--- config.mk ---
export PLATFORM = sky130hd
export DESIGN_NAME = frame_map_flat
export DESIGN_NICKNAME = d
export VERILOG_FILES = /design/src/rtl/frame_map_if.sv /design/src/rtl/frame_map.sv /design/src/flat_wrapper.sv
export SDC_FILE = /design/constraint.sdc
export NUM_CORES = 1
export LEC_CHECK = 0
export CAP_MARGIN = 20
export CORE_ASPECT_RATIO = 0.8
export CORE_UTILIZATION = 54
export CTS_CLUSTER_DIAMETER = 30
export CTS_CLUSTER_SIZE = 10
export DETAILED_ROUTE_END_ITERATION = 16
export GPL_TIMING_DRIVEN = 0
export HOLD_SLACK_MARGIN = 0.1
export PLACE_DENSITY = 0.88
export SLEW_MARGIN = 30
export SYNTH_ARGS = -nofsm -noshare
export SYNTH_HDL_FRONTEND = slang
export SYNTH_SLANG_ARGS = --single-unit
--- constraint.sdc ---
create_clock -name i_clk -period 5.2 [get_ports i_clk]
set_input_delay 0.78 -clock i_clk [delete_from_list [all_inputs] [get_ports i_clk]]
set_output_delay 0.78 -clock i_clk [all_outputs]
set_load 0.02 [all_outputs]
--- src/rtl/frame_map_if.sv ---
// -----------------------------------------------------------------------------
// frame_map_if
// Bundles the client payload handshake, the ARQ request, the framing enable
// and the line-side output bus of frame_map. The mapper uses the slave modport,
// the client/serializer side (or a testbench) uses the master modport.
// ROW_W/COL_W must match the row/column counter widths of the mapper instance
// (2 and 11 bits for the default 4 x 1041 frame).
// -----------------------------------------------------------------------------
interface frame_map_if #(
  parameter int ROW_W = 2,
  parameter int COL_W = 11
);
  logic             i_tx_en;
  logic [7:0]       i_pyld_data;
  logic             i_pyld_valid;
  logic             o_pyld_ready;
  logic             i_arq_en;
  logic             i_arq_en_valid;
  logic [7:0]       o_frame_data;
  logic             o_frame_data_valid;
  logic [ROW_W-1:0] o_row_cnt;
  logic [COL_W-1:0] o_col_cnt;
  logic             o_frame_start;

  // Client / serializer side: drives the requests, observes the line bytes.
  modport master (
    output i_tx_en, i_pyld_data, i_pyld_valid, i_arq_en, i_arq_en_valid,
    input  o_pyld_ready, o_frame_data, o_frame_data_valid,
           o_row_cnt, o_col_cnt, o_frame_start
  );

  // Mapper side.
  modport slave (
    input  i_tx_en, i_pyld_data, i_pyld_valid, i_arq_en, i_arq_en_valid,
    output o_pyld_ready, o_frame_data, o_frame_data_valid,
           o_row_cnt, o_col_cnt, o_frame_start
  );
endinterface

--- src/rtl/frame_map.sv ---
// -----------------------------------------------------------------------------
// frame_map
// Transmit-side frame mapper. Builds NUM_ROWS x ROW_LEN line frames:
//   cols 0..OH_COLS-1        overhead (FAS in row 0 cols 0..5, ARQ flag in
//                            row 0 col 6, optional MFAS in row 0 col 7)
//   cols OH_COLS..ROW_LEN-2  client payload, stalls while the client is idle
//   col  ROW_LEN-1           stuff byte 0x00
// Every line-side output is registered; row/col outputs label the byte they
// accompany. i_tx_en is only looked at on frame boundaries, so a frame always
// completes once started (only i_rst aborts it).
//
// Optional feature: define FRAME_MAP_MFAS_EN to send an 8-bit multiframe
// counter in row 0 col 7 (first frame after reset carries 0x00). Without it
// that byte is 0x00 and no counter is built.
//
// Reset: i_rst, synchronous, active-high.
// -----------------------------------------------------------------------------
module frame_map #(
  parameter int         NUM_ROWS = 4,
  parameter int         ROW_LEN  = 1041,
  parameter int         OH_COLS  = 16,
  parameter logic [7:0] FAS_A    = 8'hF6,
  parameter logic [7:0] FAS_B    = 8'h28
) (
  input  logic       i_clk,
  input  logic       i_rst,
  frame_map_if.slave bus
);

  localparam int ROW_W = $clog2(NUM_ROWS);
  localparam int COL_W = $clog2(ROW_LEN);

  localparam logic [ROW_W-1:0] ROW_LAST      = ROW_W'(NUM_ROWS - 1);
  localparam logic [ROW_W-1:0] ROW_ONE       = ROW_W'(1);
  localparam logic [COL_W-1:0] COL_ONE       = COL_W'(1);
  localparam logic [COL_W-1:0] COL_OH_LAST   = COL_W'(OH_COLS - 1);
  localparam logic [COL_W-1:0] COL_PYLD_LAST = COL_W'(ROW_LEN - 2);
  localparam logic [COL_W-1:0] COL_STUFF     = COL_W'(ROW_LEN - 1);
  localparam logic [COL_W-1:0] COL_FAS_B     = COL_W'(3);
  localparam logic [COL_W-1:0] COL_ARQ       = COL_W'(6);
  localparam logic [COL_W-1:0] COL_MFAS      = COL_W'(7);

  typedef enum logic [1:0] {
    S_IDLE,
    S_OH,
    S_PYLD,
    S_STUFF
  } state_t;

  // Slot pointer: row/col of the next byte to be emitted.
  state_t           r_state;
  logic [ROW_W-1:0] r_row;
  logic [COL_W-1:0] r_col;

  // ARQ flag: r_arq_hold follows the request, r_arq_frame is frozen per frame.
  logic             r_arq_hold;
  logic             r_arq_frame;

  // Registered line-side outputs.
  logic [7:0]       r_frame_data;
  logic             r_frame_data_valid;
  logic [ROW_W-1:0] r_row_cnt;
  logic [COL_W-1:0] r_col_cnt;
  logic             r_frame_start;

  logic             w_frame_begin;
  logic             w_arq_next;
  logic [7:0]       w_oh_byte;
  logic [7:0]       w_mfas_byte;

  // The row 0 / col 0 slot is being emitted this cycle.
  assign w_frame_begin = (r_state == S_OH) && (r_row == '0) && (r_col == '0);

  // A request arriving in the frame-start cycle wins over the held value.
  assign w_arq_next = bus.i_arq_en_valid ? bus.i_arq_en : r_arq_hold;

  // Ready only while sitting on a payload slot and not in reset.
  assign bus.o_pyld_ready = (r_state == S_PYLD) && !i_rst;

  assign bus.o_frame_data       = r_frame_data;
  assign bus.o_frame_data_valid = r_frame_data_valid;
  assign bus.o_row_cnt          = r_row_cnt;
  assign bus.o_col_cnt          = r_col_cnt;
  assign bus.o_frame_start      = r_frame_start;

`ifdef FRAME_MAP_MFAS_EN
  logic [7:0] r_mfas_cnt;
  logic [7:0] r_mfas_frame;

  // Multiframe counter: freeze the current count for this frame, then step it,
  // so the first frame after reset carries 0x00.
  always_ff @(posedge i_clk) begin
    // NOTE: sequential state uses non-blocking assignments so every register
    // samples the pre-edge values, independent of statement order.
    if (i_rst) begin
      r_mfas_cnt   <= 8'h00;
      r_mfas_frame <= 8'h00;
    end else if (w_frame_begin) begin
      r_mfas_frame <= r_mfas_cnt;
      r_mfas_cnt   <= r_mfas_cnt + 8'h01;
    end
  end

  assign w_mfas_byte = r_mfas_frame;
`else
  assign w_mfas_byte = 8'h00;
`endif

  // Overhead byte for the current slot; only row 0 carries non-zero content.
  always_comb begin
    // NOTE: default first so every path assigns the byte and no latch is built.
    w_oh_byte = 8'h00;
    if (r_row == '0) begin
      if (r_col < COL_FAS_B) begin
        w_oh_byte = FAS_A;
      end else if (r_col < COL_ARQ) begin
        w_oh_byte = FAS_B;
      end else if (r_col == COL_ARQ) begin
        w_oh_byte = {8{r_arq_frame}};
      end else if (r_col == COL_MFAS) begin
        w_oh_byte = w_mfas_byte;
      end
    end
  end

  // Framing FSM: walks the slot pointer and registers the emitted byte + labels.
  always_ff @(posedge i_clk) begin
    if (i_rst) begin
      r_state            <= S_IDLE;
      r_row              <= '0;
      r_col              <= '0;
      r_arq_hold         <= 1'b0;
      r_arq_frame        <= 1'b0;
      r_frame_data       <= 8'h00;
      r_frame_data_valid <= 1'b0;
      r_row_cnt          <= '0;
      r_col_cnt          <= '0;
      r_frame_start      <= 1'b0;
    end else begin
      // Default: no byte this cycle; data and labels hold their last value.
      r_frame_data_valid <= 1'b0;
      r_frame_start      <= 1'b0;

      if (bus.i_arq_en_valid) begin
        r_arq_hold <= bus.i_arq_en;
      end

      case (r_state)
        S_IDLE: begin
          if (bus.i_tx_en) begin
            r_row   <= '0;
            r_col   <= '0;
            r_state <= S_OH;
          end
        end

        S_OH: begin
          r_frame_data       <= w_oh_byte;
          r_frame_data_valid <= 1'b1;
          r_row_cnt          <= r_row;
          r_col_cnt          <= r_col;
          r_frame_start      <= w_frame_begin;
          if (w_frame_begin) begin
            r_arq_frame <= w_arq_next;
          end
          r_col <= r_col + COL_ONE;
          if (r_col == COL_OH_LAST) begin
            r_state <= S_PYLD;
          end
        end

        S_PYLD: begin
          // Without a client byte the slot pointer holds (stall).
          if (bus.i_pyld_valid) begin
            r_frame_data       <= bus.i_pyld_data;
            r_frame_data_valid <= 1'b1;
            r_row_cnt          <= r_row;
            r_col_cnt          <= r_col;
            r_col              <= r_col + COL_ONE;
            if (r_col == COL_PYLD_LAST) begin
              r_state <= S_STUFF;
            end
          end
        end

        S_STUFF: begin
          r_frame_data       <= 8'h00;
          r_frame_data_valid <= 1'b1;
          r_row_cnt          <= r_row;
          r_col_cnt          <= COL_STUFF;
          r_col              <= '0;
          if (r_row == ROW_LAST) begin
            // Frame boundary: the only place i_tx_en is honoured.
            r_row   <= '0;
            r_state <= bus.i_tx_en ? S_OH : S_IDLE;
          end else begin
            r_row   <= r_row + ROW_ONE;
            r_state <= S_OH;
          end
        end

        default: begin
          r_state <= S_IDLE;
        end
      endcase
    end
  end

endmodule

--- src/flat_wrapper.sv ---
// flat-port wrapper written by rule: the top's interface ports become plain ports
module frame_map_flat 
#(
  parameter int         NUM_ROWS = 4,
  parameter int         ROW_LEN  = 1041,
  parameter int         OH_COLS  = 16,
  parameter logic [7:0] FAS_A    = 8'hF6,
  parameter logic [7:0] FAS_B    = 8'h28
)
  (i_clk, i_rst, bus_i_tx_en, bus_i_pyld_data, bus_i_pyld_valid, bus_i_arq_en, bus_i_arq_en_valid, bus_o_pyld_ready, bus_o_frame_data, bus_o_frame_data_valid, bus_o_row_cnt, bus_o_col_cnt, bus_o_frame_start);
  frame_map_if bus_i ();
  input  logic i_clk;
  input  logic i_rst;
  input wire logic [$bits(bus_i.i_tx_en)-1:0] bus_i_tx_en;
  input wire logic [$bits(bus_i.i_pyld_data)-1:0] bus_i_pyld_data;
  input wire logic [$bits(bus_i.i_pyld_valid)-1:0] bus_i_pyld_valid;
  input wire logic [$bits(bus_i.i_arq_en)-1:0] bus_i_arq_en;
  input wire logic [$bits(bus_i.i_arq_en_valid)-1:0] bus_i_arq_en_valid;
  output wire logic [$bits(bus_i.o_pyld_ready)-1:0] bus_o_pyld_ready;
  output wire logic [$bits(bus_i.o_frame_data)-1:0] bus_o_frame_data;
  output wire logic [$bits(bus_i.o_frame_data_valid)-1:0] bus_o_frame_data_valid;
  output wire logic [$bits(bus_i.o_row_cnt)-1:0] bus_o_row_cnt;
  output wire logic [$bits(bus_i.o_col_cnt)-1:0] bus_o_col_cnt;
  output wire logic [$bits(bus_i.o_frame_start)-1:0] bus_o_frame_start;
  assign bus_i.i_tx_en = bus_i_tx_en;
  assign bus_i.i_pyld_data = bus_i_pyld_data;
  assign bus_i.i_pyld_valid = bus_i_pyld_valid;
  assign bus_i.i_arq_en = bus_i_arq_en;
  assign bus_i.i_arq_en_valid = bus_i_arq_en_valid;
  assign bus_o_pyld_ready = bus_i.o_pyld_ready;
  assign bus_o_frame_data = bus_i.o_frame_data;
  assign bus_o_frame_data_valid = bus_i.o_frame_data_valid;
  assign bus_o_row_cnt = bus_i.o_row_cnt;
  assign bus_o_col_cnt = bus_i.o_col_cnt;
  assign bus_o_frame_start = bus_i.o_frame_start;
  frame_map #(.NUM_ROWS(NUM_ROWS), .ROW_LEN(ROW_LEN), .OH_COLS(OH_COLS), .FAS_A(FAS_A), .FAS_B(FAS_B)) u_core (.i_clk(i_clk), .i_rst(i_rst), .bus(bus_i));
endmodule
---- Word level (Yosys, flattened, before mapping) ----
Cells that the tools add are included.
operators by class
  add/subtract/negate cells ............... 2
  magnitude comparators ................... 2
  equality and inequality tests ........... 11
  mux-type cells .......................... 26
  bitwise logic cells ..................... 1
  reduce and logical (&&, ||, !) cells .... 18
operators by type and width
  operator                                                               count
  11-bit one-hot mux with 4 select lines                                 1
  8-bit two-way mux                                                      5
  11-bit two-way mux                                                     3
  11-bit one-hot mux with 3 select lines                                 1
  8-bit one-hot mux with 3 select lines                                  1
  2-bit two-way mux                                                      8
  11-bit by 1-bit adder with 11-bit output, second input constant        1
  11-bit == test, second input constant                                  1
  11-bit by 3-bit == test with 1-bit output, second input constant       1
  11-bit by 4-bit == test with 1-bit output, second input constant       1
  11-bit logical NOT                                                     1
  11-bit by 2-bit < comparator with 1-bit output, second input constant  1
  11-bit by 3-bit < comparator with 1-bit output, second input constant  1
  2-bit AND reduction                                                    5
  2-bit inequality test, second input constant                           4
  2-bit one-hot mux with 2 select lines                                  2
  2-bit one-hot mux with 4 select lines                                  1
  2-bit == test, second input constant                                   3
  2-bit logical NOT                                                      2
  4-bit AND reduction                                                    1
  2-bit nonzero test                                                     2
  2-bit OR reduction                                                     2
  1-bit logical AND                                                      3
  1-bit two-way mux                                                      3
  other kinds (6)                                                        6
word-level totals
  register bits after elaboration ......... 40
  bits of input ports ..................... 14
  output and inout port bits .............. 24
  word-level logic and storage cells ...... 70

---- Logic depth before layout (Yosys ltp) ----
  word-level depth ........................ 6
  gate-level depth with buffers ........... 8
  gate-level depth less buffers ........... 7

---- Worst setup path before layout ----
No wires, ideal clock.
  path type ............................... input -> output
  from .................................... in i_rst
  to ...................................... out bus_o_pyld_ready
  arrival time ............................ 1,303 ps
  required time ........................... 4,420 ps
  slack ................................... 3,117 ps
  stages .................................. 2
  cell sequence ........................... clkbuf_1 nor2b_1
on the way
  longest elaborated chain between the ends .. 2
ends and longest elaborated chain
  element             RTL line            text
  start: declaration  flat_wrapper.sv:13  input logic i_rst;
  1-bit logical NOT   frame_map.sv:78     assign bus.o_pyld_ready = (r_state == S_PYLD) && !i_rst;
  1-bit logical AND   frame_map.sv:78
  end: declaration    flat_wrapper.sv:19  output wire logic [$bits(bus_i.o_pyld_ready)-1:0] bus_o_pyld_ready;
Every way passes these cells.

---- Worst setup path after layout ----
Same ends and word-level chain as after synthesis.

==> reports/results.tsv <==
metric	value	unit
status	finished, final reports clean	
worstSkewPairLatency	290	ps
p_seq_frac	0.355	
antenna_found_initial	0	
cts-root-buf	sky130_fd_sc_hd__clkbuf_8	
power.leakage	0.000844	uW
synth-edff-count	0	
cts.repair_timing.setup_buffer_count	0	
placeableCoreArea	3200	um2
syn-mean-instance-area	8.49	um2
cts_tree	yes	
grt_setup_unrepaired	no	
worstSetupStartpointType	input pin	
final_min_period_over_clock_period	0.609	
dr.first_iter.drc_count	110	
clock.fmax	316	MHz
post_synth_most_frequent_cells	sky130_fd_sc_hd__dfxtp_1, sky130_fd_sc_hd__nor2_1, sky130_fd_sc_hd__nand2_1, sky130_fd_sc_hd__a21oi_1, sky130_fd_sc_hd__clkbuf_1	
remaining_drcs	0	
critical-path-slowest-cell	sky130_fd_sc_hd__clkdlybuf4s50_1	
netlist_area	1870	um2
final_nets	287	
gp_routability_congestion	0.857	
area_contributors_post_synth	sky130_fd_sc_hd__dfxtp_1, sky130_fd_sc_hd__ha_1, sky130_fd_sc_hd__nor2_1	
initial_core_util	0.584	
timing.critical_path.required	4420	ps
h-tree-depth	2	
cpMostUsedCell	sky130_fd_sc_hd__clkdlybuf4s50_1	
critPathKind	input pin to primary output	
route.vias.total	1684	
timing.critical_path.max_delay_family	buffers and inverters	
report.final.slew_viol_count	0	
dp_hpwl	3120	um
final_hold_fails	0	
clock_power_share	0.185	
combinational_share_of_power	0.460	
synth_most_common_cell	sky130_fd_sc_hd__dfxtp_1	
chip_width	67.8	um
timing.critical_path.buf_inv	3	
worstPathMaxFanout	10	
tightest_slew	554	ps
synth.ff_latch_count	40	
timing.critical_path.cells	clkdlybuf4s50_1 -> clkbuf_1 -> nor2b_1 -> clkdlybuf4s50_1	
post_cts_resize_count	0	
grt_start_max_net_pins	12	
internal-power	675	uW
worst_min_delay_path_class	flop to flop	
drive_gt1_frac	0.0679	
netSwitchingPower	450	uW
synth_fp_nets	243	
cts_inserted_buffers	5	
seq_area_frac_synth	0.429	
clock_skew	9.96	ps
worst_ep_arrival_time	2390	ps
fp.dieH	54.6	um
finalWirelength	4270	um
synth.largest_area_cell	sky130_fd_sc_hd__dfxtp_1	
die_footprint	3700	um2
clkSinkCount	40	
final.min_clock_period	3170	ps
first_global_vias	1521	
final_setup_violation_count	0	
clkTransAtPathRegs	80	ps
holdBufCountCts	0	
antenna_cells_inserted	0	
slew_headroom	0.630	
worstSetupEndpointType	primary output	
layout.cell_area.non_filler	2380	um2
rows	18	
fillers	251	
grtUsageTotal	0.263	
timing.setup.tns	0	ps
synth-async-reset-ratio	0	
powerDensity	473	nW/um2
ir_worst_vdd	0.342	mV
synth_cell_types	39	
grt_remaining_overflow	0	
input_output_buffers	37	
place_area	2290	um2
yosysWarningCount	0	
power.share.switching	0.400	
post_drt_via_cell_ratio	5.52	
crit_path_max_incr_delay	560	ps
grt_pass1_wl	6950	um
max-cap-violations	0	
post_synth_top_flop	sky130_fd_sc_hd__dfxtp_1	
synth_top_area_share	0.429	
routedWlPerCell	14.0	um
design.portCount	38	
syn_inst_count	220	
layout-area-overhead-vs-synth	27.3	%
drt-pass1-iter-count	4	
ant_nets	0	
cts.path.max_buffers	2	
## metal layers
metal  vias to the layer above  global-route usage  part of all wire
met3                         6              0.0708             0.054
met2                        48               0.413              0.45
met5                         -                   0                 0
li1                        848                   -                 -
met1                       782               0.345              0.48
met4                         0               0.103             0.014
## registers in the layout (all words and copies together), names as in the netlist
signal,count
u_core.r_state,2
u_core.r_arq_frame,1
u_core.bus.o_frame_start,1
u_core.r_arq_hold,1
u_core.r_row,2
u_core.bus.o_frame_data_valid,1
u_core.bus.o_row_cnt,2
u_core.bus.o_frame_data,8
u_core.bus.o_col_cnt,11
u_core.r_col,11
## final timing paths
kind	cells past startpoint	slack, ps	from	endpoint
max	4	2030	i_rst	bus_o_pyld_ready
min	2	450	u_core.bus.o_col_cnt[9]	u_core.bus.o_col_cnt[9]
max reg2reg	8	3190	u_core.r_state[0]	u_core.bus.o_frame_data[0]
min reg2reg	2	450	u_core.bus.o_col_cnt[9]	u_core.bus.o_col_cnt[9]
## worst min-delay path, cell delays in order (launching register included)
cell	delay, ps
sky130_fd_sc_hd__dfxtp_1	310
sky130_fd_sc_hd__nand2_1	50
sky130_fd_sc_hd__a21oi_1	50
## per-stage QoR
| step | hold slack [ps] | instances | util | power, uW | setup WS (ps) |
|---|---|---|---|---|---|
| finish | 454 | 305 | 0.744 | 1130 | 2030 |
| floorplan | 461 | 220 | - | 739 | 3120 |
| CTS | 457 | 305 | 0.744 | 1130 | 2020 |
| global route | 471 | 305 | 0.744 | 1200 | 1960 |
| detailed placement | 446 | 297 | 0.716 | 918 | 2040 |
| global placement | 441 | 297 | 0.716 | 907 | 2030 |
## power groups by stage
stage	Combinational (uW)	Sequential [uW]	Clock [uW]
floorplan	292	448	0
global placement	504	402	0
detailed placement	514	404	0
CTS	517	399	210
global route	570	406	227
finish	518	400	208
## placed cells by master (no fill, tap or decap), types with 6 or more instances in the layout
master and instances:
sky130_fd_sc_hd__nand3b_1 6, sky130_fd_sc_hd__clkdlybuf4s50_1 37, sky130_fd_sc_hd__ha_1 9, sky130_fd_sc_hd__a21oi_1 16, sky130_fd_sc_hd__nor3_1 9, sky130_fd_sc_hd__dfxtp_1 40
sky130_fd_sc_hd__inv_1 8, sky130_fd_sc_hd__clkbuf_8 6, sky130_fd_sc_hd__o21ai_0 6, sky130_fd_sc_hd__a211oi_1 7, sky130_fd_sc_hd__or3_1 6, sky130_fd_sc_hd__nand2_1 25
sky130_fd_sc_hd__nor2_1 27, sky130_fd_sc_hd__clkbuf_1 12
## cells by family (layout without fill, tap and decap cells)
kind of cell / Yosys count / after routing / synth area share
mux: 3 / 3 / 0.0167
flops: 40 / 40 / 0.429
buf+inv: 21 / 66 / 0.0442
compound gates: 40 / 40 / 0.141
xor+xnor: 7 / 7 / 0.0328
fa+ha+maj: 9 / 9 / 0.0603
simple gates: 100 / 100 / 0.277
## layout make-up
cell class	instances	area, um2	share of cell area
inverter	8	30.0	0.0126
timing repair buffer	37	370	0.156
multi-input combinational	159	985	0.414
tap	40	50.0	0.0210
clock buffer	8	90.1	0.0379
sequential	40	801	0.337
buffer	13	52.6	0.0221
Note: power is estimated with default switching activity, not from simulation.
